--- config.mk ---
export PLATFORM = sky130hd
export DESIGN_NAME = apb_master_flat
export DESIGN_NICKNAME = d
export VERILOG_FILES = /design/src/rtl/apb_pkg.sv /design/src/rtl/apb_master_if.sv /design/src/rtl/apb_timeout_cnt.sv /design/src/rtl/apb_master.sv /design/src/flat_wrapper.sv
export SDC_FILE = /design/constraint.sdc
export NUM_CORES = 1
export LEC_CHECK = 0
export CELL_PAD_IN_SITES_DETAIL_PLACEMENT = 0
export CELL_PAD_IN_SITES_GLOBAL_PLACEMENT = 1
export CORE_ASPECT_RATIO = 0.8
export CORE_MARGIN = 3
export CORE_UTILIZATION = 29
export DETAILED_ROUTE_END_ITERATION = 6
export PLACE_DENSITY_LB_ADDON = 0.15
export SYNTH_ARGS = -nofsm -noshare
export SYNTH_HDL_FRONTEND = slang
export SYNTH_HIERARCHICAL = 1
export SYNTH_SLANG_ARGS = --single-unit
--- constraint.sdc ---
create_clock -name i_clk_apb -period 2.55 [get_ports i_clk_apb]
set_input_delay 0.255 -clock i_clk_apb [delete_from_list [all_inputs] [get_ports i_clk_apb]]
set_output_delay 0.255 -clock i_clk_apb [all_outputs]
set_load 0.02 [all_outputs]
--- src/rtl/apb_pkg.sv ---
// Shared types and defaults for the APB master: FSM state encoding and
// default widths/timeout.
package apb_pkg;

   typedef enum logic [1:0] {
      IDLE   = 2'd0,
      SETUP  = 2'd1,
      ACCESS = 2'd2
   } apb_state_t;

   localparam int APB_ADDR_WIDTH_DEF = 32;
   localparam int APB_DATA_WIDTH_DEF = 32;
   localparam int APB_TIMEOUT_DEF    = 16;

   // Counter width able to hold the value TIMEOUT_CYCLES itself.
   function automatic int timeout_cnt_width(input int timeout_cycles);
      return $clog2(timeout_cycles + 1);
   endfunction

endpackage

--- src/rtl/apb_master_if.sv ---
// APB bus bundle between the master and a single slave.
interface apb_master_if #(
   parameter int ADDR_WIDTH = 32,
   parameter int DATA_WIDTH = 32
);
   logic                  o_psel;
   logic                  o_penable;
   logic                  o_pwrite;
   logic [ADDR_WIDTH-1:0] o_paddr;
   logic [DATA_WIDTH-1:0] o_pwdata;
   logic                  i_pready;
   logic                  i_pslverr;
   logic [DATA_WIDTH-1:0] i_prdata;

   modport master (
      output o_psel, o_penable, o_pwrite, o_paddr, o_pwdata,
      input  i_pready, i_pslverr, i_prdata
   );

   modport slave (
      input  o_psel, o_penable, o_pwrite, o_paddr, o_pwdata,
      output i_pready, i_pslverr, i_prdata
   );
endinterface

--- src/rtl/apb_timeout_cnt.sv ---
// ACCESS wait-state counter; expired flags when the count reaches the limit.
module apb_timeout_cnt #(
   parameter int CNT_W = 5
) (
   input  logic             i_clk_apb,
   input  logic             i_rstn_apb,
   input  logic             i_clear,
   input  logic             i_enable,
   input  logic [CNT_W-1:0] i_limit,
   output logic             o_expired
);

   logic [CNT_W-1:0] r_cnt;

   always_ff @(posedge i_clk_apb or negedge i_rstn_apb) begin
      if (!i_rstn_apb)                r_cnt <= '0;
      else if (i_clear)               r_cnt <= '0;
      else if (i_enable && !o_expired) r_cnt <= r_cnt + 1'b1;
   end

   assign o_expired = (r_cnt == i_limit);

endmodule

--- src/rtl/apb_master.sv ---
// Single-outstanding APB master: upstream valid/ready request in, APB
// SETUP/ACCESS sequence out, registered one-cycle completion status back.
module apb_master
   import apb_pkg::*;
#(
   parameter int ADDR_WIDTH     = APB_ADDR_WIDTH_DEF,
   parameter int DATA_WIDTH     = APB_DATA_WIDTH_DEF,
   parameter int TIMEOUT_CYCLES = APB_TIMEOUT_DEF
) (
   input  logic                  i_clk_apb,
   input  logic                  i_rstn_apb,
   input  logic                  i_valid,
   output logic                  o_ready,
   input  logic [ADDR_WIDTH-1:0] i_addr,
   input  logic                  i_rd0_wr1,
   input  logic [DATA_WIDTH-1:0] i_wr_data,
   output logic                  o_done,
   output logic                  o_rd_valid,
   output logic [DATA_WIDTH-1:0] o_rd_data,
   output logic                  o_err,
   apb_master_if.master          m_apb
);

   localparam int CNT_W = timeout_cnt_width(TIMEOUT_CYCLES);
   localparam logic [CNT_W-1:0] CNT_LIMIT = CNT_W'(TIMEOUT_CYCLES - 1);

   apb_state_t r_state, w_state_nxt;

   logic                  r_pwrite;
   logic [ADDR_WIDTH-1:0] r_paddr;
   logic [DATA_WIDTH-1:0] r_pwdata;
   logic                  r_done, r_rd_valid, r_err;
   logic [DATA_WIDTH-1:0] r_rd_data;

   logic w_accept, w_finish, w_cnt_en, w_expired;
   logic w_psel, w_penable, w_ready;

   apb_timeout_cnt #(.CNT_W(CNT_W)) u_timeout (
      .i_clk_apb  (i_clk_apb),
      .i_rstn_apb (i_rstn_apb),
      .i_clear    (w_accept),
      .i_enable   (w_cnt_en),
      .i_limit    (CNT_LIMIT),
      .o_expired  (w_expired)
   );

   always_ff @(posedge i_clk_apb or negedge i_rstn_apb) begin
      if (!i_rstn_apb) r_state <= IDLE;
      else             r_state <= w_state_nxt;
   end

   // APB strobes decode straight from state so reset drops them at once.
   always_comb begin
      w_state_nxt = r_state;
      w_ready     = 1'b0;
      w_psel      = 1'b0;
      w_penable   = 1'b0;
      w_accept    = 1'b0;
      w_finish    = 1'b0;
      w_cnt_en    = 1'b0;
      case (r_state)
         IDLE: begin
            w_ready = 1'b1;
            if (i_valid) begin
               w_accept    = 1'b1;
               w_state_nxt = SETUP;
            end
         end
         SETUP: begin
            w_psel      = 1'b1;
            w_state_nxt = ACCESS;
         end
         ACCESS: begin
            w_psel    = 1'b1;
            w_penable = 1'b1;
            if (m_apb.i_pready || w_expired) begin
               w_finish    = 1'b1;
               w_state_nxt = IDLE;
            end else begin
               w_cnt_en = 1'b1;
            end
         end
         default: w_state_nxt = IDLE;
      endcase
   end

   always_ff @(posedge i_clk_apb or negedge i_rstn_apb) begin
      if (!i_rstn_apb) begin
         r_pwrite   <= 1'b0;
         r_paddr    <= '0;
         r_pwdata   <= '0;
         r_done     <= 1'b0;
         r_rd_valid <= 1'b0;
         r_err      <= 1'b0;
         r_rd_data  <= '0;
      end else begin
         if (w_accept) begin
            r_paddr  <= i_addr;
            r_pwrite <= i_rd0_wr1;
            r_pwdata <= i_wr_data;
         end
         r_done     <= w_finish;
         r_rd_valid <= w_finish & ~r_pwrite;
         r_err      <= 1'b0;
         // pready beats a same-cycle timeout; a timeout reports error, no data.
         if (w_finish) begin
            r_err     <= m_apb.i_pready ? m_apb.i_pslverr : 1'b1;
            r_rd_data <= (m_apb.i_pready && !r_pwrite) ? m_apb.i_prdata : '0;
         end
      end
   end

   assign o_ready         = w_ready;
   assign o_done          = r_done;
   assign o_rd_valid      = r_rd_valid;
   assign o_err           = r_err;
   assign o_rd_data       = r_rd_data;
   assign m_apb.o_psel    = w_psel;
   assign m_apb.o_penable = w_penable;
   assign m_apb.o_pwrite  = r_pwrite;
   assign m_apb.o_paddr   = r_paddr;
   assign m_apb.o_pwdata  = r_pwdata;

endmodule

--- src/flat_wrapper.sv ---
// flat-port wrapper written by rule: the top's interface ports become plain ports
module apb_master_flat import apb_pkg::*;
#(
   parameter int ADDR_WIDTH     = APB_ADDR_WIDTH_DEF,
   parameter int DATA_WIDTH     = APB_DATA_WIDTH_DEF,
   parameter int TIMEOUT_CYCLES = APB_TIMEOUT_DEF
)
  (i_clk_apb, i_rstn_apb, i_valid, o_ready, i_addr, i_rd0_wr1, i_wr_data, o_done, o_rd_valid, o_rd_data, o_err, m_apb_o_psel, m_apb_o_penable, m_apb_o_pwrite, m_apb_o_paddr, m_apb_o_pwdata, m_apb_i_pready, m_apb_i_pslverr, m_apb_i_prdata);
  apb_master_if #(.ADDR_WIDTH(ADDR_WIDTH), .DATA_WIDTH(DATA_WIDTH)) m_apb_i ();
  input  logic i_clk_apb;
  input  logic i_rstn_apb;
  input  logic i_valid;
  output logic o_ready;
  input  logic [ADDR_WIDTH-1:0] i_addr;
  input  logic i_rd0_wr1;
  input  logic [DATA_WIDTH-1:0] i_wr_data;
  output logic o_done;
  output logic o_rd_valid;
  output logic [DATA_WIDTH-1:0] o_rd_data;
  output logic o_err;
  output wire logic [$bits(m_apb_i.o_psel)-1:0] m_apb_o_psel;
  output wire logic [$bits(m_apb_i.o_penable)-1:0] m_apb_o_penable;
  output wire logic [$bits(m_apb_i.o_pwrite)-1:0] m_apb_o_pwrite;
  output wire logic [$bits(m_apb_i.o_paddr)-1:0] m_apb_o_paddr;
  output wire logic [$bits(m_apb_i.o_pwdata)-1:0] m_apb_o_pwdata;
  input wire logic [$bits(m_apb_i.i_pready)-1:0] m_apb_i_pready;
  input wire logic [$bits(m_apb_i.i_pslverr)-1:0] m_apb_i_pslverr;
  input wire logic [$bits(m_apb_i.i_prdata)-1:0] m_apb_i_prdata;
  assign m_apb_o_psel = m_apb_i.o_psel;
  assign m_apb_o_penable = m_apb_i.o_penable;
  assign m_apb_o_pwrite = m_apb_i.o_pwrite;
  assign m_apb_o_paddr = m_apb_i.o_paddr;
  assign m_apb_o_pwdata = m_apb_i.o_pwdata;
  assign m_apb_i.i_pready = m_apb_i_pready;
  assign m_apb_i.i_pslverr = m_apb_i_pslverr;
  assign m_apb_i.i_prdata = m_apb_i_prdata;
  apb_master #(.ADDR_WIDTH(ADDR_WIDTH), .DATA_WIDTH(DATA_WIDTH), .TIMEOUT_CYCLES(TIMEOUT_CYCLES)) u_core (.i_clk_apb(i_clk_apb), .i_rstn_apb(i_rstn_apb), .i_valid(i_valid), .o_ready(o_ready), .i_addr(i_addr), .i_rd0_wr1(i_rd0_wr1), .i_wr_data(i_wr_data), .o_done(o_done), .o_rd_valid(o_rd_valid), .o_rd_data(o_rd_data), .o_err(o_err), .m_apb(m_apb_i));
endmodule
==> results of run 1 <==
what timing repair did:
action                    in CTS  in global routing
hold endpoints to repair      41                  0
hold buffers                   1                  0
buffers inserted               0                  0
synthesized netlist by cell type (all sizes together):
library cell  count
nor3b             1
nand3             1
and2              2
nor4              1
clkbuf            3
a31oi             1
nand2            67
mux2             72
nor2              5
dfrtp           107
and2b             1
nand4             2
xnor2             1
nor2b             4
conb              2
inv               6
xor2              4
o21ai            34
a21oi             6
ha                5
buf              16
worst max-delay path by stage:
stage / endpoint / cells after the start / slack, ns
finish: u_core/u_timeout/r_cnt[4] / 7 / 0.39
global route: u_core/u_timeout/r_cnt[4] / 7 / 0.18
CTS: u_core/u_timeout/r_cnt[3] / 7 / 0.37
detailed placement: u_core/u_timeout/r_cnt[3] / 7 / 0.39
global placement: u_core/u_timeout/r_cnt[4] / 7 / 0.41
floorplan: u_core/u_timeout/r_cnt[0] / 8 / 0.56
area by class of cell:
type                            count  area share
Inverter                            6    0.003171
Multi-Input combinational cell    214      0.2360
Sequential cell                   107      0.3770
Tap cell                          210     0.03699
Timing Repair Buffer              212      0.3030
Clock inverter                      6     0.01022
Clock buffer                       10     0.03364
stage by stage:
step	hold WS (ns)	setup WS, ns	std cells	utilization
after floorplan	-0.04059	0.5624	346	-
after global placement	0.2969	0.4092	748	0.4472
after detailed placement	0.3020	0.3945	748	0.4472
after CTS	0.4094	0.3714	765	0.4684
after global routing	0.4241	0.1806	765	0.4684
final	0.4349	0.3854	765	0.4684
worst max-delay path, delay by kind of cell (launching register included):
| family | cells | cell delay [ns] |
|---|---|---|
| AND/OR/NAND/NOR | 4 | 0.86 |
| flip-flops | 1 | 0.43 |
| multiplexers | 1 | 0.34 |
| XOR/XNOR | 1 | 0.26 |
| AO/OA/AOI/OAI | 1 | 0.17 |
sequential cells by signal, indices dropped and copies added, names as in the netlist:
| register | flops |
|---|---|
| u_core/m_apb.o_pwdata | 32 |
| u_core/o_rd_data | 32 |
| u_core/r_state | 2 |
| u_core/m_apb.o_pwrite | 1 |
| u_core/m_apb.o_paddr | 32 |
| u_core/o_err | 1 |
| u_core/u_timeout/r_cnt | 5 |
| u_core/o_rd_valid | 1 |
| u_core/o_done | 1 |
layer usage:
layer | track usage | part of all wire | routed length [um] | vias up
met5 | 0 | 0 | 0 | -
met4 | 0.04448 | 0.011 | 123 | 0
met3 | 0.05119 | 0.075 | 872 | 11
met2 | 0.2155 | 0.47 | 5460 | 114
li1 | - | - | - | 1553
met1 | 0.1827 | 0.45 | 5216 | 1488
where the power goes:
part / switching [uW] / internal (uW) / total (uW)
Sequential: 355 / 2380 / 2730
Combinational: 1860 / 2200 / 4060
Clock: 657 / 799 / 1460
placed cells by master, fill, tap and decap left out, types with 2 or more instances in the layout:
| master | count |
|---|---|
| a21oi_1 | 6 |
| buf_12 | 4 |
| buf_4 | 4 |
| clkbuf_16 | 9 |
| clkdlybuf4s50_1 | 203 |
| clkinv_4 | 3 |
| conb_1 | 7 |
| dfrtp_1 | 107 |
| ha_1 | 5 |
| inv_1 | 6 |
| mux2_1 | 4 |
| mux2_2 | 29 |
| mux2_4 | 39 |
| nand2_1 | 67 |
| nand4_1 | 2 |
| nor2_1 | 5 |
| nor2b_1 | 4 |
| o21ai_0 | 27 |
| o21ai_1 | 6 |
| xor2_1 | 4 |
cell families after synthesis:
logic type | after synthesis | synth area share
AO/OA/AOI/OAI | 41 | 0.04635
XOR/XNOR | 5 | 0.009655
adder cells (fa/ha/maj) | 5 | 0.01379
buffers and inverters | 25 | 0.04579
flip-flops | 107 | 0.5903
multiplexers | 72 | 0.2110
other | 2 | 0.001656
AND/OR/NAND/NOR | 84 | 0.08138
==> results by group, run 1 <==
Placed design
  • GP Congestion: 0.7605
  • Port bufs: 204
  • Post-DP HPWL: 8409 um
  • Post-DP Area: 6782 um^2

Route
  • Initial DRC Count: 122
  • Via count: 3,166
  • Drt wl/cell: 15.26 um
  • Drc violations: 0
  • Drt total wl: 11,670 um
  • Via/cell ratio: 4.139
  • DR pass1 iterations: 4
  • Routed Antenna Nets: 0

Global route
  • Total global-route track usage: 0.1395
  • Largest net degree at the start of global routing: 68
  • Vias in the first global route: 3,283
  • Initial antenna violation count: 0
  • Gr ovfl total: 0
  • First-pass GRT wire length: 18,960 um

Cells and area
  • Fillers: 1,394
  • Layout cells sized above 1: 0.1730
  • Final nets: 657
  • Multi-input logic area: 1677 um^2
  • Fin area: 7103 um^2
  • Ant diodes: 0
  • FF+latch area: 2678 um^2
  • Synth-to-Final Area Change: 56.61%

Setup path
  • Largest stage delay on the critical path: 0.43 ns
  • CP cell instances: xor2_1 -> nor4_4 -> and2_1 -> nor3b_2 -> nand4_1 -> a21oi_1 -> mux2_1
  • Critical Path AT: 2.39 ns
  • Crit path required time: 2.78 ns
  • Reg2reg end: u_core/u_timeout/r_cnt[4]
  • CP max stage cell: dfrtp_1
  • Crit Path Max Fanout: 7
  • CP Class: flip-flop to flip-flop
  • Crit end category: flip-flop
  • Worst-case reg-to-reg path depth: 7
  • Critical R2R Launch: u_core/u_timeout/r_cnt[2]
  • Critical Path Start: u_core/u_timeout/r_cnt[2]
  • R2R setup slack: 0.39 ns
  • Worst setup SP type: flip-flop

Floorplan
  • Die area: 17,190 um^2
  • Row count: 40
  • # IOs: 205
  • Die Y: 117.9 um
  • Die W: 145.8 um
  • CORE AREA: 15,160 um^2
  • Starting Density: 0.2991

Hold path
  • Min-Delay Path Depth: 3
  • Hold Startpoint: m_apb_i_prdata[3]
  • Hold Path Class: input pin to flip-flop
  • WHS Endpoint: u_core/o_rd_data[3]

Timing
  • Setup Skew: 0.009229 ns
  • Final worst path period share: 0.8489
  • Slew headroom: 0.6107
  • Fin. max-slew vios: 0
  • Setup TNS: 0 ns
  • Fmax: 462.0 MHz
  • Min Clock Period, post-route: 2.165 ns
  • Final setup fails: 0
  • RSZ-0062 raised after global routing: no
  • Least-Margin Pin Slew: 0.5840 ns
  • Fin. Hold Viols: 0

Clock tree
  • CTS tree: built
  • Cts repair resizes: 0
  • Clk Tree Root Cell: clkbuf_16
  • Clock sinks: 107
  • Latest clock arrival within the worst-skew pair: 0.35 ns
  • Clock-pin slew on the worst setup and hold paths: 0.07 ns
  • H-tree levels: 3
  • CTS max path bufs: 2
  • Num CTS Buffers: 9

Power
  • Leak pwr: 0.003043 uW
  • Total power: 8247 uW
  • PwrDens: 1161 nW/um^2
  • IR drop worst, VDD: 620.7 uV

Synthesis
  • Sequential share of the synthesized area: 0.5903
  • Seq cells post-synth: 107
  • Top-area cell type share of the netlist area: 0.5903
  • Synth Warn #: 6
  • Yosys top cell by area: dfrtp_1
  • Area of the mapped netlist: 4536 um^2
  • Synth Instances: 341
  • Mean area per synthesized cell: 13.30 um^2
  • Unique masters post-synth: 30
  • Synth area leaders: dfrtp_1, mux2_4, mux2_2

Run
  • MaxCap Viol Count: 0

Outcome
  • Outcome: finished clean
No activity file was read; power rests on OpenSTA's default activity.
==> run 2: changes to the inputs <==
==> constraint.sdc (replaced) <==
create_clock -name i_clk_apb -period 1.9 [get_ports i_clk_apb]
set_input_delay 0.19 -clock i_clk_apb [delete_from_list [all_inputs] [get_ports i_clk_apb]]
set_output_delay 0.19 -clock i_clk_apb [all_outputs]
set_load 0.02 [all_outputs]
==> run 2 against run 1 <==
Net effect: flip-flop and latch count unchanged; worst setup slack worse by 0.32 ns; first-iteration DRC count up 4.1%; power up 35%; routed wire length up 5.1%; largest power group unchanged.
==> results by group, run 2 (synthesis gave the netlist of run 1 again) <==
Power
  • Leak pwr: 0.003128 uW (+2.8%)
  • PwrDens: 1528 nW/um^2 (+32%)
  • IR drop worst, VDD: 471.8 uV (-24%)

Cells and area
  • Layout cells sized above 1: 0.2137 (+0.04069)
  • Final nets: 673 (+2.4%)
  • Fillers: 1,396 (+0.14%)
  • Most frequent cells in the layout: clkdlybuf4s50_1, dfrtp_1, nand2_1
  • Ant diodes: 0 (unchanged)
  • Final Instance Count excl. Fillers: 781 (+2.1%)
  • Most common cell after layout, fill and taps aside: clkdlybuf4s50_1
  • Synth-to-Final Area Change: 60.69%

Global route
  • Initial antenna violation count: 0 (unchanged)
  • Largest net degree at the start of global routing: 45 (-34%)
  • Gr ovfl total: 0 (unchanged)
  • First-pass GRT wire length: 19,730 um (+4.0%)
  • Vias in the first global route: 3,476 (+5.9%)
  • Total global-route track usage: 0.1451 (+0.005544)

Timing
  • Fin. max-slew vios: 0 (unchanged)
  • RSZ-0062 raised after global routing: yes
  • Fin. Hold Viols: 0 (unchanged)
  • Hold_ws: 0.3017 ns (-0.1333 ns)
  • Final setup fails: 0 (unchanged)
  • Final worst path period share: 0.9641 (+0.1152)
  • Min Clock Period, post-route: 1.832 ns (-0.3328 ns)
  • Setup Skew: 0.006845 ns (-0.002384 ns)
  • Fmax: 545.9 MHz (+18%)

Placed design
  • Post-Place Cells: 762 (+1.9%)
  • Port bufs: 204 (unchanged)
  • GP Congestion: 0.7807 (+2.7%)
  • Post-DP HPWL: 8872 um (+5.5%)

Setup path
  • CP max stage cell: dfrtp_1
  • CP Class: flip-flop to flip-flop
  • Crit Path Max Fanout: 6 (-1)
  • Delay-heaviest family, CP: simple AND/OR/NAND/NOR gates
  • Reg2reg end: u_core/u_timeout/r_cnt[4]
  • CP bufs+invs: 0 (unchanged)
  • Worst setup SP type: flip-flop
  • R2R setup slack: 0.07 ns (-0.32 ns)
  • CP cell instances: xor2_2 -> nor4_4 -> and2_4 -> nor3b_4 -> nand4_1 -> a21oi_2 -> mux2_4
  • Critical R2R Launch: u_core/u_timeout/r_cnt[2]
  • Critical Path AT: 2.07 ns (-0.32 ns)
  • Worst-case reg-to-reg path depth: 7 (unchanged)
  • Crit path required time: 2.14 ns (-0.64 ns)
  • Largest stage delay on the critical path: 0.41 ns (-0.02 ns)
  • Crit end category: flip-flop

Floorplan
  • Die area: 17,190 um^2 (unchanged)
  • Starting Density: 0.2991 (unchanged)
  • Row count: 40 (unchanged)
  • Die Y: 117.9 um (unchanged)
  • CORE AREA: 15,160 um^2 (unchanged)
  • # IOs: 205 (unchanged)
  • Die W: 145.8 um (unchanged)

Clock tree
  • Clock sinks: 107 (unchanged)
  • Latest clock arrival within the worst-skew pair: 0.36 ns (about the same)
  • CTS max path bufs: 2 (unchanged)
  • H-tree levels: 3 (unchanged)
  • Clk Tree Root Cell: clkbuf_16
  • Clock-pin slew on the worst setup and hold paths: 0.07 ns (about the same)
  • Num CTS Buffers: 9 (unchanged)
  • CTS tree: built

Run
  • MaxCap Viol Count: 0 (unchanged)

Route
  • DR pass1 iterations: 4 (unchanged)
  • Initial DRC Count: 127 (+4.1%)
  • Via count: 3,298 (+4.2%)
  • Via/cell ratio: 4.223 (+2.0%)
  • Drc violations: 0 (unchanged)
  • Drt total wl: 12,260 um (+5.1%)
  • Routed Antenna Nets: 0 (unchanged)
  • Drt wl/cell: 15.70 um (+2.9%)

Outcome
  • Outcome: finished clean

Hold path
  • Hold Path Class: input pin to async pin
[run 2: through the flow]
step | util | TNS [ns] | cell area (um^2) | power [uW] | worst slack [ns]
final | 0.4806 | 0 | 7288 | 11140 | 0.06820
after global routing | 0.4806 | -0.1741 | 7288 | 11780 | -0.07107
after CTS | 0.4795 | 0 | 7271 | 11300 | 0.01086
after detailed placement | 0.4572 | -0.06220 | 6933 | 9418 | -0.04084
after global placement | 0.4572 | -0.01173 | 6933 | 9344 | -0.01173
after floorplan | - | 0 | 4564 | 6813 | 0.02887
[run 2: worst max-delay path by stage]
stage | startpoint | endpoint | depth (start not counted) | slack (ns)
final | u_core/u_timeout/r_cnt[2] | u_core/u_timeout/r_cnt[4] | 7 | 0.07
after global routing | u_core/u_timeout/r_cnt[4] | u_core/u_timeout/r_cnt[4] | 7 | -0.07
after CTS | u_core/u_timeout/r_cnt[2] | u_core/u_timeout/r_cnt[4] | 7 | 0.01
after detailed placement | u_core/u_timeout/r_cnt[3] | u_core/u_timeout/r_cnt[4] | 7 | -0.04
after global placement | u_core/u_timeout/r_cnt[3] | u_core/u_timeout/r_cnt[4] | 7 | -0.01
after floorplan | u_core/u_timeout/r_cnt[2] | u_core/u_timeout/r_cnt[3] | 7 | 0.03
[run 2: final cells by class]
type,count,area (um^2),share of cell area
sequential,107,2678,0.3674
timing repair buffer,228,2306,0.3164
multi-input combinational,214,1733,0.2378
tap,210,262.8,0.03605
clock buffer,10,239.0,0.03279
clock inverter,6,47.55,0.006524
inverter,6,22.52,0.003090
[run 2: routing by layer]
layer,GRT usage,vias up,routed length [um]
li1,-,1578,-
met1,0.1924,1574,5630
met2,0.2225,136,5559
met3,0.05620,10,926
met4,0.03915,0,146
met5,0,-,0
[run 2: where the power goes]
| group | leakage, uW | switching, uW | internal (uW) |
|---|---|---|---|
| Combinational | 0.00166 | 2560 | 3060 |
| Clock | 0.000140 | 895 | 941 |
| Sequential | 0.00133 | 489 | 3190 |
[run 2: worst reg2reg max path, stage by stage (launching register included)]
cell     delay, ns
dfrtp_1       0.41
xor2_2        0.18
nor4_4        0.07
and2_4        0.15
nor3b_4       0.27
nand4_1       0.16
a21oi_2       0.16
mux2_4        0.31
[run 2: what timing repair did]
| item | 4_1_cts | 5_1_grt |
|---|---|---|
| endpoints found under the setup margin | 7 | 12 |
| hold buffers | 1 | 0 |
| pin swaps | 4 | 5 |
| buffers inserted | 2 | 0 |
| endpoints found under the hold margin | 27 | 0 |
| resized for setup | 7 | 6 |
